--- src/rtl/interval_meter_pkg.sv ---
// Shared definitions for the interval meter: FSM state encoding.
// Guarded so repeated inclusion in a file list is harmless.
`ifndef INTERVAL_METER_PKG_SV
`define INTERVAL_METER_PKG_SV
package interval_meter_pkg;

  typedef enum logic [1:0] {
    IDLE = 2'd0,
    RUN  = 2'd1,
    DONE = 2'd2
  } state_e;

endpackage
`endif

--- src/rtl/interval_meter_countup.sv ---
// Edge counter with synchronous clear and enable. INTERVAL_METER_OVF_EN adds
// saturation at all-ones and exposes the saturated flag.
module countup #(
  parameter int W = 8
) (
  input  logic         clock,
  input  logic         reset,
  input  logic         clr,
  input  logic         en,
  output logic [W-1:0] nxt
`ifdef INTERVAL_METER_OVF_EN
  ,
  output logic         sat
`endif
);

  logic [W-1:0] count_q, count_d;

  // nxt is the count one edge later; shared by the increment and by the
  // top-level result capture so there is a single adder.
`ifdef INTERVAL_METER_OVF_EN
  assign sat = (count_q == {W{1'b1}});
  assign nxt = sat ? count_q : count_q + 1'b1;
`else
  assign nxt = count_q + 1'b1;
`endif

  always_comb begin
    count_d = count_q;
    if (clr)     count_d = '0;
    else if (en) count_d = nxt;
  end

  always_ff @(posedge clock or negedge reset) begin
    if (!reset) count_q <= '0;
    else        count_q <= count_d;
  end

endmodule

--- src/rtl/interval_meter.sv ---
// Measures edges from a start event to a stop event and holds the result
// until taken. INTERVAL_METER_OVF_EN enables saturation and the over port.
module interval_meter
  import interval_meter_pkg::*;
#(
  parameter int W = 8
) (
  input  logic         clock,
  input  logic         reset,
  input  logic         start,
  input  logic         stop,
  input  logic         get,
  output logic [W-1:0] value,
  output logic         full,
  output logic         busy
`ifdef INTERVAL_METER_OVF_EN
  ,
  output logic         over
`endif
);

  state_e       state_q, state_d;
  logic [W-1:0] value_q, value_d;
  logic         full_q, full_d;
  logic         busy_q, busy_d;
  logic         cnt_clr, cnt_en;
  logic [W-1:0] cnt_nxt;
`ifdef INTERVAL_METER_OVF_EN
  logic         cnt_sat;
  logic         over_q, over_d;
`endif

  countup #(.W(W)) u_cnt (
    .clock (clock),
    .reset (reset),
    .clr   (cnt_clr),
    .en    (cnt_en),
    .nxt   (cnt_nxt)
`ifdef INTERVAL_METER_OVF_EN
    ,
    .sat   (cnt_sat)
`endif
  );

  always_comb begin
    state_d = state_q;
    value_d = value_q;
    cnt_clr = 1'b0;
    cnt_en  = 1'b0;
`ifdef INTERVAL_METER_OVF_EN
    over_d  = over_q;
`endif
    case (state_q)
      IDLE: begin
        if (start) begin
          cnt_clr = 1'b1;
          state_d = RUN;
        end
      end
      RUN: begin
        // stop has priority over a simultaneous restart
        if (stop) begin
          value_d = cnt_nxt;
`ifdef INTERVAL_METER_OVF_EN
          over_d  = cnt_sat;
`endif
          state_d = DONE;
        end else if (start) begin
          cnt_clr = 1'b1;
        end else begin
          cnt_en = 1'b1;
        end
      end
      DONE: begin
        if (get) begin
          if (start) begin
            cnt_clr = 1'b1;
            state_d = RUN;
          end else begin
            state_d = IDLE;
          end
        end
      end
      default: state_d = IDLE;
    endcase
    busy_d = (state_d == RUN);
    full_d = (state_d == DONE);
  end

  always_ff @(posedge clock or negedge reset) begin
    if (!reset) begin
      state_q <= IDLE;
      value_q <= '0;
      full_q  <= 1'b0;
      busy_q  <= 1'b0;
`ifdef INTERVAL_METER_OVF_EN
      over_q  <= 1'b0;
`endif
    end else begin
      state_q <= state_d;
      value_q <= value_d;
      full_q  <= full_d;
      busy_q  <= busy_d;
`ifdef INTERVAL_METER_OVF_EN
      over_q  <= over_d;
`endif
    end
  end

  assign value = value_q;
  assign full  = full_q;
  assign busy  = busy_q;
`ifdef INTERVAL_METER_OVF_EN
  assign over  = over_q;
`endif

endmodule
--- config.mk ---
export PLATFORM = sky130hd
export DESIGN_NAME = interval_meter
export DESIGN_NICKNAME = d
export VERILOG_FILES = /design/src/rtl/interval_meter_pkg.sv /design/src/rtl/interval_meter_countup.sv /design/src/rtl/interval_meter.sv
export SDC_FILE = /design/constraint.sdc
export NUM_CORES = 1
export LEC_CHECK = 0
export CAP_MARGIN = 20
export CORE_MARGIN = 3
export CORE_UTILIZATION = 55
export DETAILED_ROUTE_END_ITERATION = 7
export PLACE_DENSITY = 0.84
export SYNTH_ARGS = -nofsm -noshare
export SYNTH_HDL_FRONTEND = slang
export SYNTH_SLANG_ARGS = --single-unit
--- constraint.sdc ---
create_clock -name clock -period 3.1 [get_ports clock]
set_clock_uncertainty 0.2 [all_clocks]
set_input_delay 0.62 -clock clock [delete_from_list [all_inputs] [get_ports clock]]
set_output_delay 0.62 -clock clock [all_outputs]
set_load 0.005 [all_outputs]
==> results of run 1 <==
## worst min-delay path: stages (launching register included)
cell and delay [ps]:
dfrtp_1 360, nand2_1 40, o21ai_0 60
## registers in the layout, indices dropped and copies added (netlist names)
register,flops
u_cnt.count_q,8
value,8
busy,1
full,1
state_q,2
## final cells by class
class / instances / area, sq um / area share (%)
inverters: 6 / 22.5 / 2.01
flip-flops and latches: 20 / 500 / 44.7
clock buffers: 3 / 22.5 / 2.01
multi-input cells: 64 / 405 / 36.2
repair buffers: 15 / 148 / 13.2
well taps: 16 / 20.0 / 1.79
## final timing paths
check	start	to	slack (ps)	cells after the start
max	start	u_cnt.count_q[7]	620	4
min	value[3]	value[3]	290	2
max reg2reg	state_q[1]	u_cnt.count_q[7]	1090	3
min reg2reg	value[3]	value[3]	290	2
max in group asynchronous	reset	u_cnt.count_q[2]	1550	1
min in group asynchronous	reset	value[7]	610	1
## metrics by stage
step	util (%)	hold WS, ps	cells	setup WS, ps	cell area, sq um
detailed placement	70.3	266	121	327	1100
global route	71.7	329	124	567	1120
CTS	71.7	295	124	630	1120
finish	71.7	292	124	622	1120
floorplan	-	124	95	979	948
global placement	70.3	262	121	366	1100
## power groups by stage
stage / clock network, uW / logic (uW) / registers (uW)
3_5_place_dp: 0 / 223 / 368
2_1_floorplan: 0 / 104 / 368
3_3_place_gp: 0 / 222 / 367
5_1_grt: 137 / 248 / 372
4_1_cts: 122 / 224 / 363
6_report: 119 / 222 / 363
## placed cells by master, fill, tap and decap left out, drive strengths merged, types with 2 or more instances in the layout
| cell type | count |
|---|---|
| xor2 | 2 |
| or3 | 6 |
| o21ai | 13 |
| o211ai | 6 |
| a31oi | 3 |
| nand3 | 3 |
| or4 | 3 |
| a31o | 2 |
| a22oi | 3 |
| clkbuf | 3 |
| inv | 6 |
| clkdlybuf4s50 | 14 |
| dfrtp | 20 |
| nand2 | 10 |
| nor2 | 3 |
## kinds of logic after synthesis
group / share of synthesized area, %
adders and majority gates: 1.32
xor gates and xnor gates: 2.77
DFF: 52.8
muxes: 1.06
AOI/OAI and AO/OA: 18.3
and+or+nand+nor: 19.3
buffers and inverters: 4.48
## metal layers
metal / track usage (%) / up-vias / wire (microns)
met1: 26.4 / 351 / 803
li1: - / 373 / -
met5: 0 / - / 0
met4: 9.94 / 0 / 45
met2: 27.3 / 25 / 784
met3: 4.51 / 7 / 113
==> impl_metrics.prom, run 1 <==
# TYPE chip_impl_metric gauge
chip_impl_info{name="outcome",value="finished clean"} 1
chip_impl_metric{name="fin_setup_tns",unit="ps"} 0
chip_impl_metric{name="cp_data_required_time",unit="ps"} 3130
chip_impl_metric{name="drv_slew",unit=""} 0
chip_impl_metric{name="critical_path.max_fanout",unit=""} 10
chip_impl_metric{name="globalRoute.totalOverflow",unit=""} 0
chip_impl_metric{name="route.vias.total",unit=""} 756
chip_impl_metric{name="area_growth",unit="%"} 17.9
chip_impl_info{name="synth.most_common_cell",value="dfrtp_1"} 1
chip_impl_metric{name="clock_latency",unit="ps"} 300
chip_impl_metric{name="global_route_wire_length_before_repair",unit="mm"} 2.95
chip_impl_metric{name="num-nets-final",unit=""} 116
chip_impl_metric{name="netSwitchingPower",unit="uW"} 210
chip_impl_metric{name="clkSinkCount",unit=""} 20
chip_impl_metric{name="cts.hold.buffers_added",unit=""} 0
chip_impl_metric{name="num_antenna_cells",unit=""} 0
chip_impl_info{name="worstPathCellList",value="clkdlybuf4s50_1, or4b_1, or4_4, o211ai_2"} 1
chip_impl_metric{name="count_of_unresolved_drc_violations_after_routing",unit=""} 0
chip_impl_info{name="ys_dominant_reg_cell",value="dfrtp_1"} 1
chip_impl_metric{name="timing.max_cap.violations",unit=""} 0
chip_impl_metric{name="cts-resized-gates",unit=""} 0
chip_impl_metric{name="grt_antenna_before_repair",unit=""} 0
chip_impl_metric{name="number_of_distinct_library_cell_variants_in_the_gate_level_netlist_after_synthesis",unit=""} 28
chip_impl_metric{name="synth_area_per_cell",unit="sq um"} 9.98
chip_impl_metric{name="initial_core_utilization",unit="%"} 60.8
chip_impl_metric{name="post-layout-total-power",unit="uW"} 703
chip_impl_metric{name="synth-seq-cells",unit=""} 20
chip_impl_metric{name="hold_violations",unit=""} 0
chip_impl_metric{name="fill_cells",unit=""} 113
chip_impl_metric{name="finalCriticalPeriod",unit="ps"} 2480
chip_impl_metric{name="critical_path_buffers_and_inverters",unit=""} 1
chip_impl_info{name="ys_top_cells_by_area",value="dfrtp_1, o21ai_0, nand2_1"} 1
chip_impl_info{name="post_synth_most_frequent_cells",value="dfrtp_1, o21ai_0, nand2_1"} 1
chip_impl_metric{name="synth_enable_flop_cells",unit=""} 0
chip_impl_metric{name="setup_viol",unit=""} 0
chip_impl_info{name="timing.critical_path.from_type",value="input pin"} 1
chip_impl_info{name="yosysTopAreaCell",value="dfrtp_1"} 1
chip_impl_metric{name="synth_top_area_share",unit="%"} 52.8
chip_impl_metric{name="num_io_pins",unit=""} 15
chip_impl_metric{name="maxClockFrequency",unit="MHz"} 404
chip_impl_metric{name="share_comb_of_total_power",unit="%"} 31.5
chip_impl_metric{name="syn_nets",unit=""} 101
chip_impl_metric{name="power.share.switching",unit="%"} 29.9
chip_impl_metric{name="gp_congestion",unit=""} 0.778
chip_impl_metric{name="final_layout_size_suffix_gt1_share",unit="%"} 7.41
chip_impl_metric{name="fp-row-count",unit=""} 14
chip_impl_metric{name="grt_pass1_vias",unit=""} 648
chip_impl_info{name="cts_tree",value="built"} 1
chip_impl_metric{name="cell_internal_pwr",unit="uW"} 493
chip_impl_metric{name="cts.reportedPaths.clkPinSlew",unit="ps"} 110
chip_impl_info{name="setup.worst_path.end_class",value="flop"} 1
chip_impl_metric{name="slew-limit-headroom",unit="%"} 41.5
chip_impl_metric{name="die_h",unit="microns"} 47.5
chip_impl_metric{name="detail_route.wl_per_cell",unit="microns"} 14.1
chip_impl_metric{name="drt-total-wl",unit="mm"} 1.75
chip_impl_metric{name="largest_net_degree_at_the_start_of_global_routing",unit=""} 21
chip_impl_metric{name="tightestPinTransition",unit="ps"} 875
chip_impl_metric{name="port-buffer-count",unit=""} 14
chip_impl_metric{name="die_area",unit="sq mm"} 0.00226
chip_impl_metric{name="layout_worst_path_cycle_share",unit="%"} 79.9
chip_impl_metric{name="die_w",unit="microns"} 47.5
chip_impl_metric{name="core",unit="sq mm"} 0.00156
chip_impl_metric{name="track_usage",unit="%"} 19.0
chip_impl_metric{name="worstPathArrival",unit="ps"} 2510
chip_impl_metric{name="cts_max_level",unit=""} 1
chip_impl_info{name="worstHoldPathType",value="flop to flop"} 1
chip_impl_metric{name="p_clk_share",unit="%"} 16.9
chip_impl_metric{name="ys_warn_count",unit=""} 0
chip_impl_metric{name="crit_path_max_incr_delay",unit="ps"} 730
chip_impl_metric{name="cts-buffers-inserted",unit=""} 3
chip_impl_metric{name="clock_tree.buffer_depth",unit=""} 2
chip_impl_metric{name="final_antenna_net_count",unit=""} 0
chip_impl_metric{name="synthesis.instances",unit=""} 95
chip_impl_metric{name="synth_async_sr_flop_share",unit="%"} 100
chip_impl_metric{name="drtPass1Iterations",unit=""} 4
chip_impl_info{name="root_driver",value="clkbuf_4"} 1
chip_impl_metric{name="detailedPlacementHpwl",unit="mm"} 1.24
chip_impl_metric{name="cts_post_setup_buffers_inserted",unit=""} 0
chip_impl_info{name="rsz_0062_raised_after_global_routing",value="false"} 1
chip_impl_metric{name="vias_per_cell",unit=""} 6.10
chip_impl_info{name="type_of_the_worst_setup_path",value="input pin to flop"} 1
chip_impl_metric{name="drt-initial-drc-count",unit=""} 18
chip_impl_metric{name="ir_drop",unit="mV"} 0.330
chip_impl_info{name="timing.critical_path.max_delay_family",value="simple AND/OR/NAND/NOR gates"} 1
chip_impl_metric{name="share_seq_of_total_power",unit="%"} 51.6
chip_impl_metric{name="power_density",unit="mW/mm^2"} 629
chip_impl_metric{name="synth_sequential_area_ratio",unit="%"} 52.8
chip_impl_metric{name="power.leakage",unit="uW"} 0.000458
chip_impl_info{name="timing.critical_path.slowest_stage_cell",value="or4b_1"} 1
chip_impl_metric{name="syn-cell-area",unit="sq um"} 948
Note: power is estimated with default switching activity, not from simulation.
==> run 2, diff against run 1 <==
Settings changed: CORE_UTILIZATION 55 to 46, PLACE_DENSITY 0.84 to 0.75.
Clock period 3.1 ns to 2.05 ns, I/O delays scaled along.
==> run 2 against run 1 <==
Net effect:
- sequential power grew 47%
- die area grew 17%
- cell count grew 13%
- non-clock buffer count grew 6
- critical endpoint unchanged
- largest power group unchanged
==> impl_metrics.prom, run 2 (synthesis results as in run 1) <==
# TYPE chip_impl_metric gauge
chip_impl_info{name="outcome",value="finished clean"} 1
chip_impl_metric{name="num_io_pins",unit=""} 15
chip_impl_metric{name="clock_latency",unit="ps"} 300
chip_impl_metric{name="post-layout-total-power",unit="uW"} 1160
chip_impl_metric{name="drv_slew",unit=""} 0
chip_impl_info{name="worstHoldPathType",value="input pin to async pin"} 1
chip_impl_metric{name="die_area",unit="sq mm"} 0.00264
chip_impl_metric{name="cp_data_required_time",unit="ps"} 2080
chip_impl_info{name="mostFrequentLayoutCells",value="dfrtp_1, clkdlybuf4s50_1, o21ai_0"} 1
chip_impl_metric{name="num-nets-final",unit=""} 122
chip_impl_metric{name="pre_cts_slack",unit="ps"} -376
chip_impl_metric{name="tightestPinTransition",unit="ps"} 373
chip_impl_metric{name="p_clk_share",unit="%"} 20.2
chip_impl_metric{name="final_antenna_net_count",unit=""} 0
chip_impl_metric{name="fill_cells",unit=""} 160
chip_impl_metric{name="grt_antenna_before_repair",unit=""} 0
chip_impl_metric{name="port-buffer-count",unit=""} 14
chip_impl_metric{name="final_layout_size_suffix_gt1_share",unit="%"} 13.9
chip_impl_metric{name="timing.max_cap.violations",unit=""} 0
chip_impl_metric{name="final_cell_count_no_fill",unit=""} 140
chip_impl_metric{name="r2r_slack",unit="ps"} 170
chip_impl_info{name="type_of_the_worst_setup_path",value="input pin to flop"} 1
chip_impl_metric{name="detail_route.wl_per_cell",unit="microns"} 14.2
chip_impl_metric{name="track_usage",unit="%"} 17.4
chip_impl_metric{name="drtPass1Iterations",unit=""} 4
chip_impl_metric{name="core",unit="sq mm"} 0.00184
chip_impl_metric{name="share_seq_of_total_power",unit="%"} 46.2
chip_impl_info{name="cts_tree",value="built"} 1
chip_impl_metric{name="drt-total-wl",unit="mm"} 1.98
chip_impl_metric{name="timing.reg2reg.worst_path_depth",unit=""} 3
chip_impl_metric{name="fin_setup_tns",unit="ps"} 0
chip_impl_metric{name="layout_worst_path_cycle_share",unit="%"} 98.6
chip_impl_metric{name="die_w",unit="microns"} 51.4
chip_impl_info{name="timing.critical_path.from_type",value="input pin"} 1
chip_impl_metric{name="globalRoute.totalOverflow",unit=""} 0
chip_impl_metric{name="layout.core_utilization",unit="%"} 64.8
chip_impl_metric{name="global_route_wire_length_before_repair",unit="mm"} 3.44
chip_impl_metric{name="layout.area.seq",unit="sq um"} 500
chip_impl_metric{name="vias_per_cell",unit=""} 5.58
chip_impl_metric{name="placed_cells_incl_taps",unit=""} 136
chip_impl_metric{name="gp_congestion",unit=""} 0.737
chip_impl_metric{name="netSwitchingPower",unit="uW"} 344
chip_impl_metric{name="initial_core_utilization",unit="%"} 51.6
chip_impl_metric{name="die_h",unit="microns"} 51.4
chip_impl_metric{name="hold_violations",unit=""} 0
chip_impl_metric{name="detailedPlacementHpwl",unit="mm"} 1.41
chip_impl_metric{name="multi_input_area",unit="sq um"} 409
chip_impl_metric{name="power.leakage",unit="uW"} 0.000496
chip_impl_metric{name="cts.hold.buffers_added",unit=""} 0
chip_impl_metric{name="share_comb_of_total_power",unit="%"} 33.5
chip_impl_info{name="timing.rr.start",value="state_q[1]"} 1
chip_impl_metric{name="slew-limit-headroom",unit="%"} 75.1
chip_impl_metric{name="critical_path.max_fanout",unit=""} 9
chip_impl_metric{name="maxClockFrequency",unit="MHz"} 495
chip_impl_metric{name="worstPathArrival",unit="ps"} 2050
chip_impl_metric{name="cell_internal_pwr",unit="uW"} 813
chip_impl_metric{name="cts.reportedPaths.clkPinSlew",unit="ps"} 120
chip_impl_metric{name="area_growth",unit="%"} 25.7
chip_impl_metric{name="grt_pass1_vias",unit=""} 737
chip_impl_metric{name="clkSinkCount",unit=""} 20
chip_impl_info{name="rsz_0062_raised_after_global_routing",value="false"} 1
chip_impl_metric{name="worst_slack",unit="ps"} 28.7
chip_impl_metric{name="ir_drop",unit="mV"} 0.561
chip_impl_info{name="setup.worst_path.end_class",value="flop"} 1
chip_impl_metric{name="cts-buffers-inserted",unit=""} 3
chip_impl_metric{name="route.vias.total",unit=""} 781
chip_impl_metric{name="num_antenna_cells",unit=""} 0
chip_impl_metric{name="power.share.switching",unit="%"} 29.7
chip_impl_metric{name="drt-initial-drc-count",unit=""} 9
chip_impl_metric{name="clock_tree.buffer_depth",unit=""} 2
chip_impl_metric{name="power_density",unit="mW/mm^2"} 970
chip_impl_metric{name="setup_viol",unit=""} 0
chip_impl_info{name="root_driver",value="clkbuf_4"} 1
chip_impl_metric{name="cts_max_level",unit=""} 1
chip_impl_metric{name="fp-row-count",unit=""} 15
chip_impl_info{name="rr_endpoint",value="u_cnt.count_q[7]"} 1
chip_impl_info{name="mostFrequentLayoutCell",value="dfrtp_1"} 1
chip_impl_metric{name="finalCriticalPeriod",unit="ps"} 2020
chip_impl_metric{name="count_of_unresolved_drc_violations_after_routing",unit=""} 0
chip_impl_metric{name="largest_net_degree_at_the_start_of_global_routing",unit=""} 21
-- run 2: power by group through the flow --
stage / registers (uW) / clock network, uW / logic, uW
2_1_floorplan: 556 / 0 / 157
3_3_place_gp: 541 / 0 / 379
3_5_place_dp: 546 / 0 / 388
4_1_cts: 537 / 240 / 394
5_1_grt: 547 / 261 / 428
6_report: 535 / 234 / 388
-- run 2: layout make-up --
class                      instances  share of cell area, %
clock buffer                       4                   3.04
inverter                           6                   1.89
tap                               25                   2.62
multi-input combinational         64                   34.3
sequential                        20                   42.0
timing repair buffer              21                   16.2
-- run 2: metal layers --
layer / share of wire [%] / global-route usage, % / vias to the layer above
met4: 0.86 / 5.24 / 0
li1: - / - / 387
met2: 50 / 27.3 / 17
met1: 45 / 24.4 / 373
met3: 4.3 / 3.21 / 4
met5: 0 / 0 / -
-- run 2: per-stage QoR --
| stage | hold slack (ps) | cell area (sq um) |
|---|---|---|
| after floorplan | -85.6 | 948 |
| after global placement | 267 | 1150 |
| after detailed placement | 271 | 1150 |
| after CTS | 242 | 1190 |
| after global routing | 242 | 1190 |
| final | 236 | 1190 |
-- run 2: worst max-delay path by stage --
stage,start,to,cells past startpoint
after global routing,start,u_cnt.count_q[5],4
final,start,u_cnt.count_q[7],4
after CTS,start,u_cnt.count_q[7],4
after detailed placement,start,u_cnt.count_q[7],4
after floorplan,start,u_cnt.count_q[7],4
after global placement,start,u_cnt.count_q[7],4
-- run 2: worst max-delay path, stage by stage --
cell and delay [ps]:
clkdlybuf4s50_1 420, or4b_4 610, or4_4 530, o211ai_2 70
-- run 2: timing repair --
item / 4_1_cts / 5_1_grt
endpoints found under the setup margin: 3 / 0
buffers inserted: 0 / 0
resized for setup: 1 / 0
